## src/rtl/mux_pkg.sv

```systemverilog
// Shared encodings for the scanning N:1 selector: mode bits, FSM states and dwell counter width.
package mux_pkg;

    localparam logic MODE_MANUAL = 1'b0;
    localparam logic MODE_SCAN   = 1'b1;

    localparam int DWELL_CW = 8;

    typedef enum logic {
        ST_MANUAL = 1'b0,
        ST_SCAN   = 1'b1
    } mux_state_t;

endpackage

```

## src/rtl/mux_nx1_comb.sv

```systemverilog
// Purely combinational N:1 selector over a flat N*W bus; channel k sits at [k*W +: W].
// Zero latency, no flow control; an index with no matching channel yields zero.
module mux_nx1_comb #(
    parameter  int N  = 16,
    parameter  int W  = 8,
    localparam int SW = $clog2(N)
) (
    input  logic [N*W-1:0] di,
    input  logic [SW-1:0]  sel,
    output logic [W-1:0]   y
);

    always_comb begin
        y = '0;
        for (int k = 0; k < N; k++) begin
            if (sel == SW'(k)) begin
                y = di[k*W +: W];
            end
        end
    end

endmodule

```

## src/rtl/mux_scan_nx1.sv

```systemverilog
// Registered N:1 channel selector with manual select and round-robin scan (programmable dwell, skips invalid channels).
// Data latency one edge, select latency two edges; y/y_valid/y_sel hold and the scan freezes while y_valid && !y_ready.
module mux_scan_nx1
    import mux_pkg::*;
#(
    parameter  int N     = 16,
    parameter  int W     = 8,
    parameter  int DWELL = 4,
    localparam int SW    = $clog2(N)
) (
    input  logic           clk,
    input  logic           rst_n,
    input  logic           mode,
    input  logic [SW-1:0]  sel_in,
    input  logic           sel_load,
    input  logic [N*W-1:0] di,
    input  logic [N-1:0]   di_valid,
    output logic [W-1:0]   y,
    output logic           y_valid,
    input  logic           y_ready,
    output logic [SW-1:0]  y_sel,
    output logic           sel_err
);

    localparam logic [SW:0]         N_LIM      = (SW+1)'(N);
    localparam logic [SW-1:0]       LAST_SEL   = SW'(N-1);
    localparam logic [DWELL_CW-1:0] DWELL_LAST = DWELL_CW'(DWELL-1);

    mux_state_t          state_q, state_d;
    logic [SW-1:0]       cur_sel_q, cur_sel_d;
    logic [DWELL_CW-1:0] dwell_cnt_q, dwell_cnt_d;
    logic [W-1:0]        y_q, y_d;
    logic                y_valid_q, y_valid_d;
    logic [SW-1:0]       y_sel_q, y_sel_d;
    logic                sel_err_q, sel_err_d;

    logic [W-1:0]        mux_dat;
    logic [0:0]          mux_vld;
    logic                cap;
    logic                load_ok;
    logic [SW-1:0]       next_sel;
    logic [DWELL_CW-1:0] dwell_base;

    mux_nx1_comb #(.N(N), .W(W)) u_dat_mux (
        .di  (di),
        .sel (cur_sel_q),
        .y   (mux_dat)
    );

    mux_nx1_comb #(.N(N), .W(1)) u_vld_mux (
        .di  (di_valid),
        .sel (cur_sel_q),
        .y   (mux_vld)
    );

    always_comb begin
        cap        = !y_valid_q || y_ready;
        load_ok    = sel_load && ({1'b0, sel_in} < N_LIM);
        next_sel   = (cur_sel_q == LAST_SEL) ? '0 : cur_sel_q + SW'(1);
        state_d    = (mode == MODE_SCAN) ? ST_SCAN : ST_MANUAL;
        // A fresh scan always starts its first channel with a full dwell.
        dwell_base = (state_q == ST_SCAN) ? dwell_cnt_q : '0;

        y_d       = y_q;
        y_valid_d = y_valid_q;
        y_sel_d   = y_sel_q;
        if (cap) begin
            y_d       = mux_dat;
            y_valid_d = mux_vld[0];
            y_sel_d   = cur_sel_q;
        end

        sel_err_d   = sel_load && !load_ok;
        cur_sel_d   = cur_sel_q;
        dwell_cnt_d = dwell_cnt_q;

        // Any load strobe, even a rejected one, blocks the scan from moving on this edge.
        if (load_ok) begin
            cur_sel_d   = sel_in;
            dwell_cnt_d = '0;
        end else if (state_d == ST_MANUAL) begin
            dwell_cnt_d = '0;
        end else if (!sel_load && cap) begin
            if (mux_vld[0] && (dwell_base != DWELL_LAST)) begin
                dwell_cnt_d = dwell_base + DWELL_CW'(1);
            end else begin
                cur_sel_d   = next_sel;
                dwell_cnt_d = '0;
            end
        end
    end

    always_ff @(posedge clk or negedge rst_n) begin
        if (!rst_n) begin
            state_q     <= ST_MANUAL;
            cur_sel_q   <= '0;
            dwell_cnt_q <= '0;
            y_q         <= '0;
            y_valid_q   <= 1'b0;
            y_sel_q     <= '0;
            sel_err_q   <= 1'b0;
        end else begin
            state_q     <= state_d;
            cur_sel_q   <= cur_sel_d;
            dwell_cnt_q <= dwell_cnt_d;
            y_q         <= y_d;
            y_valid_q   <= y_valid_d;
            y_sel_q     <= y_sel_d;
            sel_err_q   <= sel_err_d;
        end
    end

    assign y       = y_q;
    assign y_valid = y_valid_q;
    assign y_sel   = y_sel_q;
    assign sel_err = sel_err_q;

endmodule

```

## config.mk

```make
export PLATFORM = sky130hd
export DESIGN_NAME = mux_scan_nx1
export DESIGN_NICKNAME = d
export VERILOG_FILES = /design/src/rtl/mux_pkg.sv /design/src/rtl/mux_nx1_comb.sv /design/src/rtl/mux_scan_nx1.sv
export SDC_FILE = /design/constraint.sdc
export NUM_CORES = 1
export LEC_CHECK = 0
export ABC_AREA = 1
export BUFFER_PORTS_ARGS = -buffer_cell sky130_fd_sc_hd__buf_2
export CAP_MARGIN = 40
export CORE_MARGIN = 5
export CORE_UTILIZATION = 48
export DETAILED_ROUTE_END_ITERATION = 8
export HOLD_SLACK_MARGIN = 0.03
export PLACE_DENSITY = 0.87
export SLEW_MARGIN = 20
export SYNTH_ARGS = -nofsm -noshare
export SYNTH_HDL_FRONTEND = slang
export SYNTH_SLANG_ARGS = --single-unit
```

## constraint.sdc

```tcl
create_clock -name clk -period 3.4 [get_ports clk]
set_input_delay 0.68 -clock clk [delete_from_list [all_inputs] [get_ports clk]]
set_output_delay 0.68 -clock clk [all_outputs]
set_load 0.02 [all_outputs]
```

==> results.md, run 1 <==
- Status: finished clean
- VDD IR-drop max: approximately 0.47 mV
- Combinational Power Share: a little over 70%
- Worst Clk Skew: ~0.0019 ns
- Max FO, Critical Path: 20
- Setup tns final: 0 ns
- Predominant post-synthesis flop cell: dfrtp_1
- Wirelength, routed: roughly 10 mm
- Clock transition at path regs: ~0.090 ns
- Cell Area, Synth: between 2000 and 3000 um^2
- Final worst path period share: 81.9%
- Top-level I/O count: 167
- Register area share after synthesis: a little under a quarter
- Critical Path RT: ~3.6 ns
- Crit path time final: 2.78 ns
- Htree depth: 1
- Vias in the first global route: ~3600
- Final setup fails: 0
- Commonest cells in the synthesized netlist: nand2_1, nor2_1, nand3_1
- Site Rows: 28
- CTS Buf Count: 3
- CTS resizes: 0
- Drc violations: 0
- Vias per cell: approximately 5.2
- Cells after synthesis: around 500
- Max capacitance violation total: 0
- Crit start category: flop
- RSZ-0062 raised after global routing: no
- Clock share of power: under 10%
- P_sw: ~1.5 mW
- PD cells: around 740 nW/um^2
- Detailed Route Iter0 Violations: ~150
- Hold_ws: 0.388 ns
- CP arrival: roughly 3.0 ns
- Core box area: ~5800 um^2
- Power, Total: between 2 and 3 mW
- Lkg Pwr: around 2.1 nW
- Max Freq: about 360 MHz
- Latest clock arrival within the worst-skew pair: between 0.2 and 0.3 ns
- Post-synth EDFFs: 0
- P_int: roughly 1.3 mW
- Clock sink total: 26
- GRT overflow: 0
- Post-detail-place hpwl: 8.37 mm
- Post-layout nets: about 810
- CTS max path bufs: 2
- Routed Antenna Nets: 0
- Starting Density: between 40% and 50%
- Hold crit path type: in -> async
- CP Capture Type: flop
- Fin. Hold Viols: 0
- Layout cell share with drive strength beyond 1: 30.4%
- Gpl congestion: 0.985
- DR vias: roughly 3800
- Wire per inst: about 14 um
- Synth top area share: 23.7%
- Total die area: 7540 um^2
- First-pass GRT wire length: approximately 16 mm
- Syn_nets: ~660
- Initial antenna violation count: 0
- Hold-fix buffers, CTS: 0
- Die height: about 87 um
- Synthesis warning total: 0
- Net Sw Frac: 53.4%
- Total Routing Usage GR: 25.3%
- Max-slew headroom at the worst pin: 57.7%
- Synth top area cells: nand2_1, dfrtp_1, nand3_1, nor2_1, inv_1
- Library cells used by synthesis: 33
- TritonCTS clock tree: built
- Largest area contributor in the synthesized netlist: nand2_1
- Largest net degree at the start of global routing: 27
- Syn avg cell area: around 5.7 um^2
- #FFs+latches synth: 26
- 1st-pass router iterations: 5
- Post-synth ARST share: 100%
- Area Growth Syn to Fin: 32.4%
- Slew at the pin closest to its max-slew limit: 0.632 ns
- I/O Buffers: 165
- Antenna diodes: 0
- Slew Limit Fails: 0
- Die W: 86.9 um
- Count leader, synth: nand2_1
- Part of the power in registers: a little under a fifth
- Setup CP Type: reg -> reg
- Post-CTS setup buffers: 0
- Root Buffer: clkbuf_8
[sequential cells by signal, summed over array words and instances, names as in the netlist]
name / flops
y_valid: 1
y: 8
y_sel: 4
dwell_cnt_q: 8
cur_sel_q: 4
state_q: 1
[cell usage in the layout, fill, tap and decap left out, types with 5 or more instances in the layout]
cell type,n
o21ai_0,23
or2_2,9
nor2_1,64
nand2_1,179
nand4_1,18
a21oi_1,11
ha_1,5
o211ai_1,8
dfrtp_1,26
nand3_1,60
inv_1,32
nor3_1,5
buf_2,165
o21bai_1,7
[final cells by class]
class | count | area, um^2
Clock buffer | 3 | 41.3
Clock inverter | 1 | 30.0
Fill cell | 595 | 2060
Inverter | 38 | 145
Multi-Input combinational cell | 413 | 1950
Sequential cell | 26 | 651
Tap cell | 75 | 93.8
Timing Repair Buffer | 168 | 848
[final timing paths]
path	slack (ns)	startpoint	cells past startpoint	end
max	0.62	cur_sel_q[2]	20	cur_sel_q[0]
min	0.39	rst_n	1	y[4]
max reg2reg	0.62	cur_sel_q[2]	20	cur_sel_q[0]
min reg2reg	0.48	y[4]	2	y[4]
max in group asynchronous	2.63	rst_n	1	cur_sel_q[3]
min in group clk	0.48	y[4]	2	y[4]
[routing by layer]
layer / GRT usage [%] / share of wire (%) / vias up
met2: 44.1 / 48 / 180
met5: 0 / 0 / -
met3: 4.54 / 9.6 / 28
met4: 7.51 / 2.9 / 0
li1: - / - / 1916
met1: 31.6 / 40 / 1643
[power groups by stage]
stage	logic, mW	clock network, mW	registers (mW)
final	2.00	0.260	0.506
after global routing	2.27	0.276	0.521
after CTS	2.00	0.262	0.504
after detailed placement	1.99	0	0.506
after global placement	1.95	0	0.504
after floorplan	1.43	0	0.579
[worst max-delay path, cell delays in order, from the launching register on]
cell	delay, ns
dfrtp_1	0.49
nor2_4	0.41
nand2_2	0.30
or2_0	0.29
nand3_1	0.08
nand3_1	0.09
nand2_1	0.07
nand2_1	0.04
nand2_1	0.05
nand3_1	0.06
nand2_1	0.06
nand3_1	0.08
nand3_1	0.09
nand3_1	0.07
nand2_1	0.07
nand2_2	0.07
nand3_4	0.09
nand2_4	0.07
nand2_2	0.09
nand2_1	0.07
nand2_1	0.07
[cell families after synthesis]
family	share of synthesized area, %
flip-flops	22.9
other	0.132
adder cells (fa/ha/maj)	2.21
AO/OA/AOI/OAI	11.3
XOR/XNOR	0.618
AND/OR/NAND/NOR	54.3
buffers and inverters	8.52
[stage by stage]
| stage | util [%] | worst slack [ns] | cell area, um^2 | cells |
|---|---|---|---|---|
| after global placement | 63.3 | 0.735 | 3680 | 720 |
| after floorplan | - | 1.20 | 2840 | 497 |
| after CTS | 64.6 | 0.604 | 3750 | 724 |
| final | 64.6 | 0.616 | 3750 | 724 |
| after detailed placement | 63.3 | 0.620 | 3680 | 720 |
| after global routing | 64.6 | 0.302 | 3750 | 724 |
Note: power is estimated with default switching activity, not from simulation.
==> inputs of run 2 (changes only) <==
- CORE_UTILIZATION: 48 -> 45
- PLACE_DENSITY: 0.87 -> 0.82
- clock period: 3.4 -> 2.9 ns (I/O delays scaled with it)
==> run 2 against run 1 <==
Against the previous run: final area up 1.5%; non-clock buffer count up 7; combinational power up 20%; wire length down 4.1%; power up 19%; register-to-register slack worse by 0.31 ns; sequential cell count unchanged; core utilization down 3.5 points; sequential share of layout area down 0.25 points.
==> results.md, run 2 (synthesis results as in run 1) <==
- Lkg Pwr: 2.13 nW (was 2.09 nW)
- GR Util met2: 39.9% (was 44.1%)
- Crit path time final: 2.60 ns (was 2.78 ns)
- Max capacitance violation total: 0 (unchanged)
- CP Capture Type: flop (unchanged)
- # fillers: 615 (was 595)
- Combinational Power Share: 72.8% (was 72.3%)
- Layout cell share with drive strength beyond 1: 31.1% (was 30.4%)
- Crit start category: flop (unchanged)
- Post-layout nets: 815 (was 808)
- Wirelength, routed: 9.81 mm (was 10.2 mm)
- Status: finished clean (unchanged)
- Worst Clk Skew: 0.00985 ns (was 0.00186 ns)
- Area Growth Syn to Fin: 34.4% (was 32.4%)
- P_int: 1.54 mW (was 1.29 mW)
- Net Sw Frac: 53.0% (was 53.4%)
- Root Buffer: clkbuf_8 (unchanged)
- Initial antenna violation count: 0 (unchanged)
- Slew Limit Fails: 0 (unchanged)
- Drc violations: 0 (unchanged)
- Routed Antenna Nets: 0 (unchanged)
- Top-level I/O count: 167 (unchanged)
- Wire per inst: 13.4 um (was 14.1 um)
- Fin. Hold Viols: 0 (unchanged)
- CTS Buf Count: 3 (unchanged)
- First-pass GRT wire length: 14.6 mm (was 15.8 mm)
- Max Freq: 385 MHz (was 359 MHz)
- Clock transition at path regs: 0.10 ns (was 0.09 ns)
- Starting Density: 45.4% (was 48.8%)
- Final worst path period share: 89.5% (was 81.9%)
- Die W: 89.4 um (was 86.9 um)
- Max-slew headroom at the worst pin: 60.5% (was 57.7%)
- Max FO, Critical Path: 10 (was 20)
- Setup CP Type: reg -> reg (unchanged)
- I/O Buffers: 165 (unchanged)
- Clock share of power: 9.3% (was 9.4%)
- Die height: 89.4 um (was 86.9 um)
- Slew at the pin closest to its max-slew limit: 0.592 ns (was 0.632 ns)
- CP arrival: 2.77 ns (was 3.00 ns)
- Hold-fix buffers, CTS: 0 (unchanged)
- Antenna diodes: 0 (unchanged)
- CTS max path bufs: 2 (unchanged)
- Critical Path RT: 3.07 ns (was 3.62 ns)
- Part of the power in registers: 18.0% (was 18.3%)
- Htree depth: 1 (unchanged)
- Post-detail-place hpwl: 8.03 mm (was 8.37 mm)
- Setup tns final: 0 ns (unchanged)
- Placed cells: 729 (was 720)
- Met1 Usage GRT: 28.4% (was 31.6%)
- Final instance area: 3810 um^2 (was 3750 um^2)
- Clock sink total: 26 (unchanged)
- Gpl congestion: 0.906 (was 0.985)
- Site Rows: 29 (was 28)
- Detailed Route Iter0 Violations: 160 (was 149)
- PD cells: 862 nW/um^2 (was 735 nW/um^2)
- Hold crit path type: in -> async (unchanged)
- Latest clock arrival within the worst-skew pair: 0.28 ns (was 0.27 ns)
- Core box area: 6240 um^2 (was 5820 um^2)
- TritonCTS clock tree: built (unchanged)
- 1st-pass router iterations: 5 (unchanged)
- Final setup fails: 0 (unchanged)
- RSZ-0062 raised after global routing: no (unchanged)
- Vias per cell: 5.11 (was 5.20)
- Total Routing Usage GR: 22.5% (was 25.3%)
- Vias in the first global route: 3375 (was 3551)
- Met3 GRT Util: 3.78% (was 4.54%)
- DR vias: 3744 (was 3767)
- P_sw: 1.74 mW (was 1.47 mW)
- Commonest non-fill, non-tap cell in the layout: nand2_1 (unchanged)
- GRT overflow: 0 (unchanged)
- Placed instance area: 3740 um^2 (was 3680 um^2)
- Hold_ws: 0.293 ns (was 0.388 ns)
- VDD IR-drop max: 0.511 mV (was 0.471 mV)
- Post-CTS setup buffers: 0 (unchanged)
- Non-filler cells, final: 733 (was 724)
- CTS resizes: 0 (unchanged)
- Total die area: 7990 um^2 (was 7540 um^2)
- Largest net degree at the start of global routing: 27 (unchanged)
- Global routing's busiest layer: met2 (unchanged)
- Most frequent cells in the layout: nand2_1, buf_2, nor2_1, nand3_1, inv_1 (unchanged)
==> run 2: cell count changes in the layout (fill, tap and decap cells not counted), sizes merged <==
cell | before | now
buf | 168 | 175
==> run 2: path summary, 6_finish.rpt <==
kind / slack (ns) / startpoint / to / depth (start not counted)
setup / recovery: 0.30 / cur_sel_q[0] / cur_sel_q[1] / 21
hold / removal: 0.29 / rst_n / dwell_cnt_q[4] / 1
setup reg to reg: 0.30 / cur_sel_q[0] / cur_sel_q[1] / 21
hold reg to reg: 0.49 / y[3] / y[3] / 2
max in group asynchronous: 2.21 / rst_n / dwell_cnt_q[7] / 1
min in group clk: 0.41 / mode / state_q / 1
==> run 2: stage by stage <==
| stage | total power, mW | util, % | setup slack [ns] |
|---|---|---|---|
| floorplan | 2.35 | - | 0.698 |
| finish | 3.29 | 61.0 | 0.303 |
| detailed placement | 2.98 | 59.9 | 0.335 |
| global route | 3.65 | 61.0 | 0.0418 |
| global placement | 2.93 | 59.9 | 0.424 |
| CTS | 3.28 | 61.0 | 0.321 |
==> run 2: final cells by class <==
| type | instances | area, um^2 | share of cell area [%] |
|---|---|---|---|
| multi-input cells | 413 | 1950 | 51.1 |
| flip-flops and latches | 26 | 651 | 17.1 |
| inverters | 38 | 145 | 3.81 |
| clock inverters | 1 | 30.0 | 0.788 |
| well taps | 77 | 96.3 | 2.53 |
| repair buffers | 175 | 901 | 23.6 |
| clock buffers | 3 | 41.3 | 1.08 |
==> run 2: power groups by stage <==
stage | clock [mW] | combinational (mW) | sequential [mW]
global route | 0.328 | 2.71 | 0.614
detailed placement | 0 | 2.38 | 0.593
floorplan | 0 | 1.67 | 0.678
global placement | 0 | 2.34 | 0.593
CTS | 0.309 | 2.38 | 0.590
finish | 0.304 | 2.39 | 0.591
==> run 2: routing by layer <==
layer  vias up  part of all wire [%]
met3        19                    10
met4         0                   2.1
li1       1928                     -
met1      1618                    40
met2       179                    48
met5         -                     0
==> run 2: critical path, stage by stage (launching register included) <==
cell and delay, ns:
dfrtp_1 0.45, inv_1 0.12, ha_1 0.38, inv_1 0.16
nor2_4 0.22, nand2_1 0.07, nand3_1 0.08, nand2_1 0.05
nand2_1 0.05, nand2_1 0.04, nand3_1 0.06, nand2_1 0.05
nand3_1 0.08, nand3_1 0.07, nand3_1 0.07, nand2_1 0.06
nand2_2 0.09, nand3_4 0.10, nand2_4 0.10, nand2_2 0.08
nand2_1 0.07, nand2_1 0.06
